==> config.mk <==
export PLATFORM = sky130hd
export DESIGN_NAME = cic_comb_chain_flat
export DESIGN_NICKNAME = d
export VERILOG_FILES = /design/src/rtl/cic_comb_chain_if.sv /design/src/rtl/cic_comb_chain.sv /design/src/flat_wrapper.sv
export SDC_FILE = /design/constraint.sdc
export NUM_CORES = 1
export LEC_CHECK = 0
export CORE_MARGIN = 4
export CORE_UTILIZATION = 45
export CTS_CLUSTER_SIZE = 24
export DETAILED_ROUTE_END_ITERATION = 16
export PLACE_DENSITY = 0.69
export SYNTH_ARGS = -nofsm -noshare
export SYNTH_HDL_FRONTEND = slang
export SYNTH_SLANG_ARGS = --single-unit
==> constraint.sdc <==
create_clock -name clk -period 3.16 [get_ports clk]
set_input_delay 0.632 -clock clk [delete_from_list [all_inputs] [get_ports clk]]
set_output_delay 0.632 -clock clk [all_outputs]
set_load 0.01 [all_outputs]
==> src/rtl/cic_comb_chain_if.sv <==
// Sample-stream handshakes around the CIC comb chain: the input side from the
// sample source and the output side toward the zero-stuffer/integrators.
interface cic_comb_chain_if #(
  parameter int IN_W     = 16,
  parameter int N_STAGES = 3
);
  localparam int OUT_W = IN_W + N_STAGES;

  logic signed [IN_W-1:0]  in_data;
  logic                    in_valid;
  logic                    in_ready;
  logic signed [OUT_W-1:0] out_data;
  logic                    out_valid;
  logic                    out_ready;

  // master: sample source plus downstream sink; slave: the comb chain itself
  modport master (
    output in_data, in_valid, out_ready,
    input  in_ready, out_data, out_valid
  );
  modport slave (
    input  in_data, in_valid, out_ready,
    output in_ready, out_data, out_valid
  );
endinterface

==> src/rtl/cic_comb_chain.sv <==
// Cascaded CIC comb stages y[n] = x[n] - x[n-M], one register and one bit of
// growth per stage, advancing per accepted sample under a full-stall handshake.
module cic_comb_chain #(
  parameter int IN_W       = 16,
  parameter int N_STAGES   = 3,
  parameter int DIFF_DELAY = 1
) (
  input logic             clk,
  input logic             rst,
  input logic             clr,
  cic_comb_chain_if.slave io
);
  localparam int OUT_W = IN_W + N_STAGES;

  // Stage k is IN_W+k+1 bits wide; this is its LSB position in the packed bus.
  function automatic int stage_off(input int k);
    return k * IN_W + (k * (k + 1)) / 2;
  endfunction

  localparam int BUS_W = stage_off(N_STAGES);

  logic [BUS_W-1:0]    w_bus;
  logic [N_STAGES-1:0] w_v;
  logic                w_adv;
  logic                w_flush;

  assign w_flush      = rst | clr;
  assign w_adv        = ~w_v[N_STAGES-1] | io.out_ready;
  assign io.in_ready  = w_adv;
  assign io.out_valid = w_v[N_STAGES-1];
  assign io.out_data  = w_bus[stage_off(N_STAGES-1) +: OUT_W];

  for (genvar k = 0; k < N_STAGES; k++) begin : g_stage
    localparam int XW = IN_W + k;
    localparam int YW = XW + 1;

    logic signed [XW-1:0] w_x;
    logic                 w_xv;
    logic signed [XW-1:0] r_tap [DIFF_DELAY];
    logic signed [YW-1:0] r_data;
    logic                 r_valid;

    if (k == 0) begin : g_src
      assign w_x  = io.in_data;
      assign w_xv = io.in_valid;
    end else begin : g_src
      assign w_x  = w_bus[stage_off(k-1) +: XW];
      assign w_xv = w_v[k-1];
    end

    // Taps hold the last M stage inputs (tap 0 newest); they only move on a real sample.
    always_ff @(posedge clk) begin
      if (w_flush) begin
        r_valid <= 1'b0;
        r_data  <= '0;
        for (int j = 0; j < DIFF_DELAY; j++) begin
          r_tap[j] <= '0;
        end
      end else if (w_adv) begin
        r_valid <= w_xv;
        if (w_xv) begin
          r_data   <= {w_x[XW-1], w_x}
                    - {r_tap[DIFF_DELAY-1][XW-1], r_tap[DIFF_DELAY-1]};
          r_tap[0] <= w_x;
          for (int j = 1; j < DIFF_DELAY; j++) begin
            r_tap[j] <= r_tap[j-1];
          end
        end
      end
    end

    assign w_bus[stage_off(k) +: YW] = r_data;
    assign w_v[k]                    = r_valid;
  end
endmodule

==> src/flat_wrapper.sv <==
// flat-port wrapper written by rule: the top's interface ports become plain ports
module cic_comb_chain_flat 
#(
  parameter int IN_W       = 16,
  parameter int N_STAGES   = 3,
  parameter int DIFF_DELAY = 1
)
  (clk, rst, clr, io_in_data, io_in_valid, io_out_ready, io_in_ready, io_out_data, io_out_valid);
  cic_comb_chain_if #(.IN_W(IN_W), .N_STAGES(N_STAGES)) io_i ();
  input logic clk;
  input logic rst;
  input logic clr;
  input wire logic [$bits(io_i.in_data)-1:0] io_in_data;
  input wire logic [$bits(io_i.in_valid)-1:0] io_in_valid;
  input wire logic [$bits(io_i.out_ready)-1:0] io_out_ready;
  output wire logic [$bits(io_i.in_ready)-1:0] io_in_ready;
  output wire logic [$bits(io_i.out_data)-1:0] io_out_data;
  output wire logic [$bits(io_i.out_valid)-1:0] io_out_valid;
  assign io_i.in_data = io_in_data;
  assign io_i.in_valid = io_in_valid;
  assign io_i.out_ready = io_out_ready;
  assign io_in_ready = io_i.in_ready;
  assign io_out_data = io_i.out_data;
  assign io_out_valid = io_i.out_valid;
  cic_comb_chain #(.IN_W(IN_W), .N_STAGES(N_STAGES), .DIFF_DELAY(DIFF_DELAY)) u_core (.clk(clk), .rst(rst), .clr(clr), .io(io_i));
endmodule
==> results.yml, run 1 <==
timing:
  worst_slew_pin_slew_ps: 691
  setup_violations: 0
  post-route-period-util: 0.874
  relSlewSlack: 0.539
  setup_tns_ps: 0
  max_freq_mhz: 362
  period_minus_slack_ps: 2760
  finClkSkew_ps: 7.38
  rsz0062_at_grt: "no"
  fin_hold_ws_ps: 448
  hold_viol: 0
  finalMaxSlewViolations: 0
die:
  core-area_sq_um: 13900
  die_h_um: 127
  start_util: 0.459
  die_w_um: 127
  io_pins: 42
  die-area_sq_um: 16100
  rows: 43
power_and_ir_drop:
  p_int_uw: 2370
  powerDensity_nw_per_um2: 460
  swShare: 0.292
  leakage_uw: 0.00307
  finalPower_uw: 3350
  power.share.clock: 0.336
  peakVddDrop_uv: 242
  p_seq_frac: 0.460
  power_switching_uw: 978
  combPwrFrac: 0.204
synthesis:
  avgSynthCellArea_sq_um: 9.06
  syn_inst: 703
  synthDistinctLibCells: 62
  synth_seq_area_share: 0.419
  synth_edf_count: 51
  synth_commonest_cells: "nand2_1, inv_1, dfxtp_1, o21ai_0"
  synthesis.nets: 778
  synth_area_leaders: "edfxtp_1, dfxtp_1, ha_1"
  ys_ff_latch: 108
  yosys.area.top_type: "edfxtp_1"
  synth_top_area_share: 0.240
  synth_ff_type: "dfxtp_1"
  synth_warnings: 0
  syn_area_sq_um: 6370
  synth-async-reset-ratio: 0
  yosysMostFrequentCell: "nand2_1"
critical_path:
  crit_type: "in2reg"
  critical-path-top-delay-family: "simple AND/OR/NAND/NOR gates"
  worstPathArrival_ps: 3060
  crit_chain: "clkdlybuf4s50_1 > inv_1 > ha_1 > fa_1 > nor2b_4 > o2111ai_1 > a31oi_1 > o21ai_2 > or4_1 > nand3_1"
  max_stage_delay_ps: 490
  critPathMaxFanout: 4
  worstPathRequired_ps: 3460
  critPathLaunchType: "primary input"
  cp.buffers_inverters: 2
  critPathSlowestCell: "or4_1"
  end_kind: "flop"
routing:
  drtIter0Drc: 205
  viasPerCell: 5.38
  drc: 0
  antenna_left: 0
  wl_per_cell_um: 13.5
  num_vias: 4984
  routed_wl_um: 12500
  drtPass1Iterations: 7
place:
  io_buffers: 41
  dpl.cell_count: 911
  hpwl_um: 9770
  place.gp.congestion: 0.879
clocking:
  clock_latency_ps: 360
  post-cts-setup-buffers: 0
  cts.repair.resized: 0
  cts_sinks: 108
  clock_path_buffers: 2
  root_buffer: "clkbuf_16"
  hold_buffers: 0
  clkTransAtPathRegs_ps: 70
  ctsHtreeMaxLevel: 3
  cts_made_buffers: 9
  tritoncts: "yes"
finish:
  diodes: 0
  fin_util: 0.525
  final_nets: 817
  drive_above_1_share: 0.0522
  syn2layout_area_growth_pct: 14.3
  fin_cells: 927
  n_fill_cell: 1273
outcome:
  outcome: "finished clean"
global_routing:
  grt_antenna_before_repair: 0
  overflow: 0
  grt_max_degree: 31
  grt_pass1_wl_um: 21800
  first_global_vias: 4847
  grtUsageTotal: 0.162
job:
  maxCapViolations: 0
hold_path:
  hold_class: "reg2reg"
layout by cell type, fill, tap and decap left out, types with 11 or more instances in the layout:
| cell | Yosys | layout |
|---|---|---|
| a21o_1 | 13 | 13 |
| a21oi_1 | 49 | 49 |
| and2_1 | 33 | 33 |
| and3_1 | 19 | 19 |
| buf_4 | 0 | 11 |
| clkdlybuf4s50_1 | 0 | 41 |
| dfxtp_1 | 57 | 57 |
| edfxtp_1 | 51 | 51 |
| ha_1 | 51 | 51 |
| inv_1 | 68 | 68 |
| nand2_1 | 75 | 75 |
| nand3_1 | 11 | 11 |
| nand4_1 | 11 | 11 |
| nor2_1 | 36 | 36 |
| nor3_1 | 14 | 14 |
| o21ai_0 | 54 | 54 |
| xnor2_1 | 19 | 19 |
| xor2_1 | 16 | 16 |
area by class of cell:
class	instances	area, sq um	area share
clock buffer	9	225	0.0309
tap	180	225	0.0309
clock inverter	7	78.8	0.0108
inverter	69	259	0.0356
sequential	108	2670	0.367
timing repair buffer	52	493	0.0677
multi-input combinational	502	3330	0.457
state kept, by name, indices dropped and copies added (netlist names):
name / flops
u_core.g_stage.r_data: 35
u_core.g_stage.r_tap: 51
u_core.g_stage.r_valid: 2
u_core.io.out_data: 19
u_core.io.out_valid: 1
per-stage QoR:
stage          worst slack (ps)  area (sq um)
2_1_floorplan               753          6370
3_3_place_gp                139          6980
3_5_place_dp               59.7          6980
4_1_cts                     417          7280
5_1_grt                     300          7280
6_report                    397          7280
kinds of logic (layout without fill, tap and decap cells):
| family | Yosys count | count (layout) | share of synthesized area |
|---|---|---|---|
| DFF | 108 | 108 | 0.419 |
| muxes | 2 | 2 | 0.00314 |
| xor gates and xnor gates | 35 | 35 | 0.0481 |
| and+or+nand+nor | 224 | 224 | 0.174 |
| adders and majority gates | 54 | 54 | 0.110 |
| buffers and inverters | 93 | 137 | 0.0579 |
| AOI/OAI and AO/OA | 187 | 187 | 0.188 |
power groups by stage:
stage	Combinational, uW	Sequential [uW]	Clock (uW)
floorplan	528	1560	0
global placement	663	1570	0
detailed placement	679	1570	0
CTS	683	1540	1160
global route	775	1550	1220
finish	683	1540	1130
path summary, 6_finish.rpt:
check                                                 start                      endpoint  slack, ps  cells past startpoint
worst max-delay path                          io_in_data[0]  u_core.g_stage[0].r_data[14]        400                     10
worst min-delay path                 u_core.io.out_data[18]        u_core.io.out_data[18]        450                      2
worst max register to register  u_core.g_stage[1].r_data[0]        u_core.io.out_data[16]        570                     10
worst min register to register       u_core.io.out_data[18]        u_core.io.out_data[18]        450                      2
worst reg2reg max path, stage by stage (launching register included):
cell and delay, ps:
dfxtp_1 330, inv_1 70, ha_1 160, inv_1 50, fa_1 420, a211oi_1 320
o21ai_0 260, o2111a_1 350, o21ai_0 240, xor2_1 170, o21ai_0 90
per-layer routing:
metal / wire [um] / vias to the layer above / global-route usage
met1: 5530 / 2280 / 0.190
met5: 0 / - / 0
li1: - / 2563 / -
met2: 6210 / 120 / 0.294
met4: 184 / 0 / 0.0473
met3: 551 / 21 / 0.0380
No activity file was read; power rests on OpenSTA's default activity.
==> run 2: changes to the inputs <==
--- a/config.mk
+++ b/config.mk
@@ -6,10 +6,11 @@
 export NUM_CORES = 1
 export LEC_CHECK = 0
 export CORE_MARGIN = 4
-export CORE_UTILIZATION = 45
+export CORE_UTILIZATION = 40
 export CTS_CLUSTER_SIZE = 24
 export DETAILED_ROUTE_END_ITERATION = 16
-export PLACE_DENSITY = 0.69
+export PLACE_DENSITY = 0.64
+export SLEW_MARGIN = 10
 export SYNTH_ARGS = -nofsm -noshare
 export SYNTH_HDL_FRONTEND = slang
 export SYNTH_SLANG_ARGS = --single-unit
==> run 2 against run 1 <==
Power decreased by 0.84%. Die area increased by 12%. Via count decreased by 2.1%. First-iteration DRC count increased by 4.9%. Cell count increased by 3.1%. Sequential power about the same. Sequential cell count unchanged. Largest cell class unchanged.
==> results.yml, run 2 (synthesis results as in run 1) <==
finish:
  diodes: 0
  regMostFlops: "u_core.g_stage.r_tap"
  drive_above_1_share: 0.0483
  final_nets: 815
  fin_cells: 956
  final_common_cell: "nand2_1"
  syn2layout_area_growth_pct: 14.5
  largest_register_ffs: 51
  final_cell_mix: "nand2_1, inv_1, dfxtp_1, o21ai_0"
routing:
  drtIter0Drc: 215
  antenna_left: 0
  drtPass1Iterations: 5
  viasPerCell: 5.10
  num_vias: 4877
  drc: 0
  routed_wl_um: 12200
  wl_per_cell_um: 12.8
clocking:
  post-cts-setup-buffers: 0
  tritoncts: "yes"
  hold_buffers: 0
  root_buffer: "clkbuf_16"
  cts_sinks: 108
  clkTransAtPathRegs_ps: 70
  clock_path_buffers: 2
  cts_made_buffers: 9
  cts.repair.resized: 0
  clock_latency_ps: 350
  ctsHtreeMaxLevel: 3
power_and_ir_drop:
  powerDensity_nw_per_um2: 455
  leakage_uw: 0.00306
  p_seq_frac: 0.464
  power.share.clock: 0.332
  peakVddDrop_uv: 342
  swShare: 0.278
  combPwrFrac: 0.205
  power_switching_uw: 922
  p_int_uw: 2400
hold_path:
  hold_class: "reg2reg"
  hp-start: "u_core.io.out_data[18]"
timing:
  setup_tns_ps: 0
  rsz0062_at_grt: "no"
  setup_violations: 0
  max_freq_mhz: 367
  hold_viol: 0
  period_minus_slack_ps: 2720
  finClkSkew_ps: 6.00
  post-route-period-util: 0.862
  finalMaxSlewViolations: 0
  relSlewSlack: 0.558
  worst_slew_pin_slew_ps: 663
critical_path:
  r2r_start: "u_core.g_stage[1].r_data[0]"
  critPathMaxFanout: 9
  critPathLaunchType: "primary input"
  worstPathArrival_ps: 2090
  crit_type: "in2out"
  worstPathRequired_ps: 2530
  end_kind: "primary output"
  crit_path_start: "io_out_ready"
job:
  maxCapViolations: 0
global_routing:
  grtUsageTotal: 0.140
  grt_max_degree: 31
  overflow: 0
  grt_antenna_before_repair: 0
  first_global_vias: 4783
  grt_pass1_wl_um: 21100
place:
  place.gp.congestion: 0.859
  io_buffers: 41
  hpwl_um: 9410
  dpl.cell_count: 940
die:
  rows: 45
  core-area_sq_um: 15400
  die_h_um: 134
  die-area_sq_um: 18000
  start_util: 0.413
  die_w_um: 134
  io_pins: 42
outcome:
  outcome: "finished clean"
## run 2: power by group through the flow
| stage | combinational (uW) | clock [uW] | sequential, uW |
|---|---|---|---|
| 2_1_floorplan | 528 | 0 | 1560 |
| 3_3_place_gp | 654 | 0 | 1570 |
| 3_5_place_dp | 674 | 0 | 1570 |
| 4_1_cts | 678 | 1140 | 1540 |
| 5_1_grt | 767 | 1200 | 1540 |
| 6_report | 680 | 1100 | 1540 |
## run 2: layer usage
layer	up-vias	global-route usage	wire length, um
li1	2551	-	-
met1	2205	0.165	5590
met2	102	0.249	5880
met3	19	0.0330	539
met4	0	0.0492	216
met5	-	0	0
## run 2: metrics by stage
stage                     utilization  cell area [sq um]  hold WS, ps  setup WS [ps]  power, uW
after detailed placement        0.454               7000          437           94.3       2250
after floorplan                     -               6370          443            753       2090
final                           0.473               7300          445            437       3320
after global placement          0.454               7000          430            129       2220
after CTS                       0.473               7300          447            440       3360
after global routing            0.473               7300          466            349       3510
## run 2: cell type report
cell class                      count  area [sq um]
Sequential cell                   108          2670
Fill cell                        1527          8130
Clock inverter                      5          40.0
Tap cell                          211           264
Timing Repair Buffer               50           478
Inverter                           69           259
Multi-Input combinational cell    502          3330
Clock buffer                       11           254
## run 2: worst paths after layout
check,end,slack [ps],cells after the start
worst max-delay path,io_in_ready,440,4
worst max register to register,u_core.io.out_data[14],660,10
worst min-delay path,u_core.io.out_data[18],440,2
worst min register to register,u_core.io.out_data[18],440,2
## run 2: worst max-delay path: stages
cell and delay (ps):
clkdlybuf4s50_1 400, nor2b_1 350, inv_2 180, clkdlybuf4s50_1 520
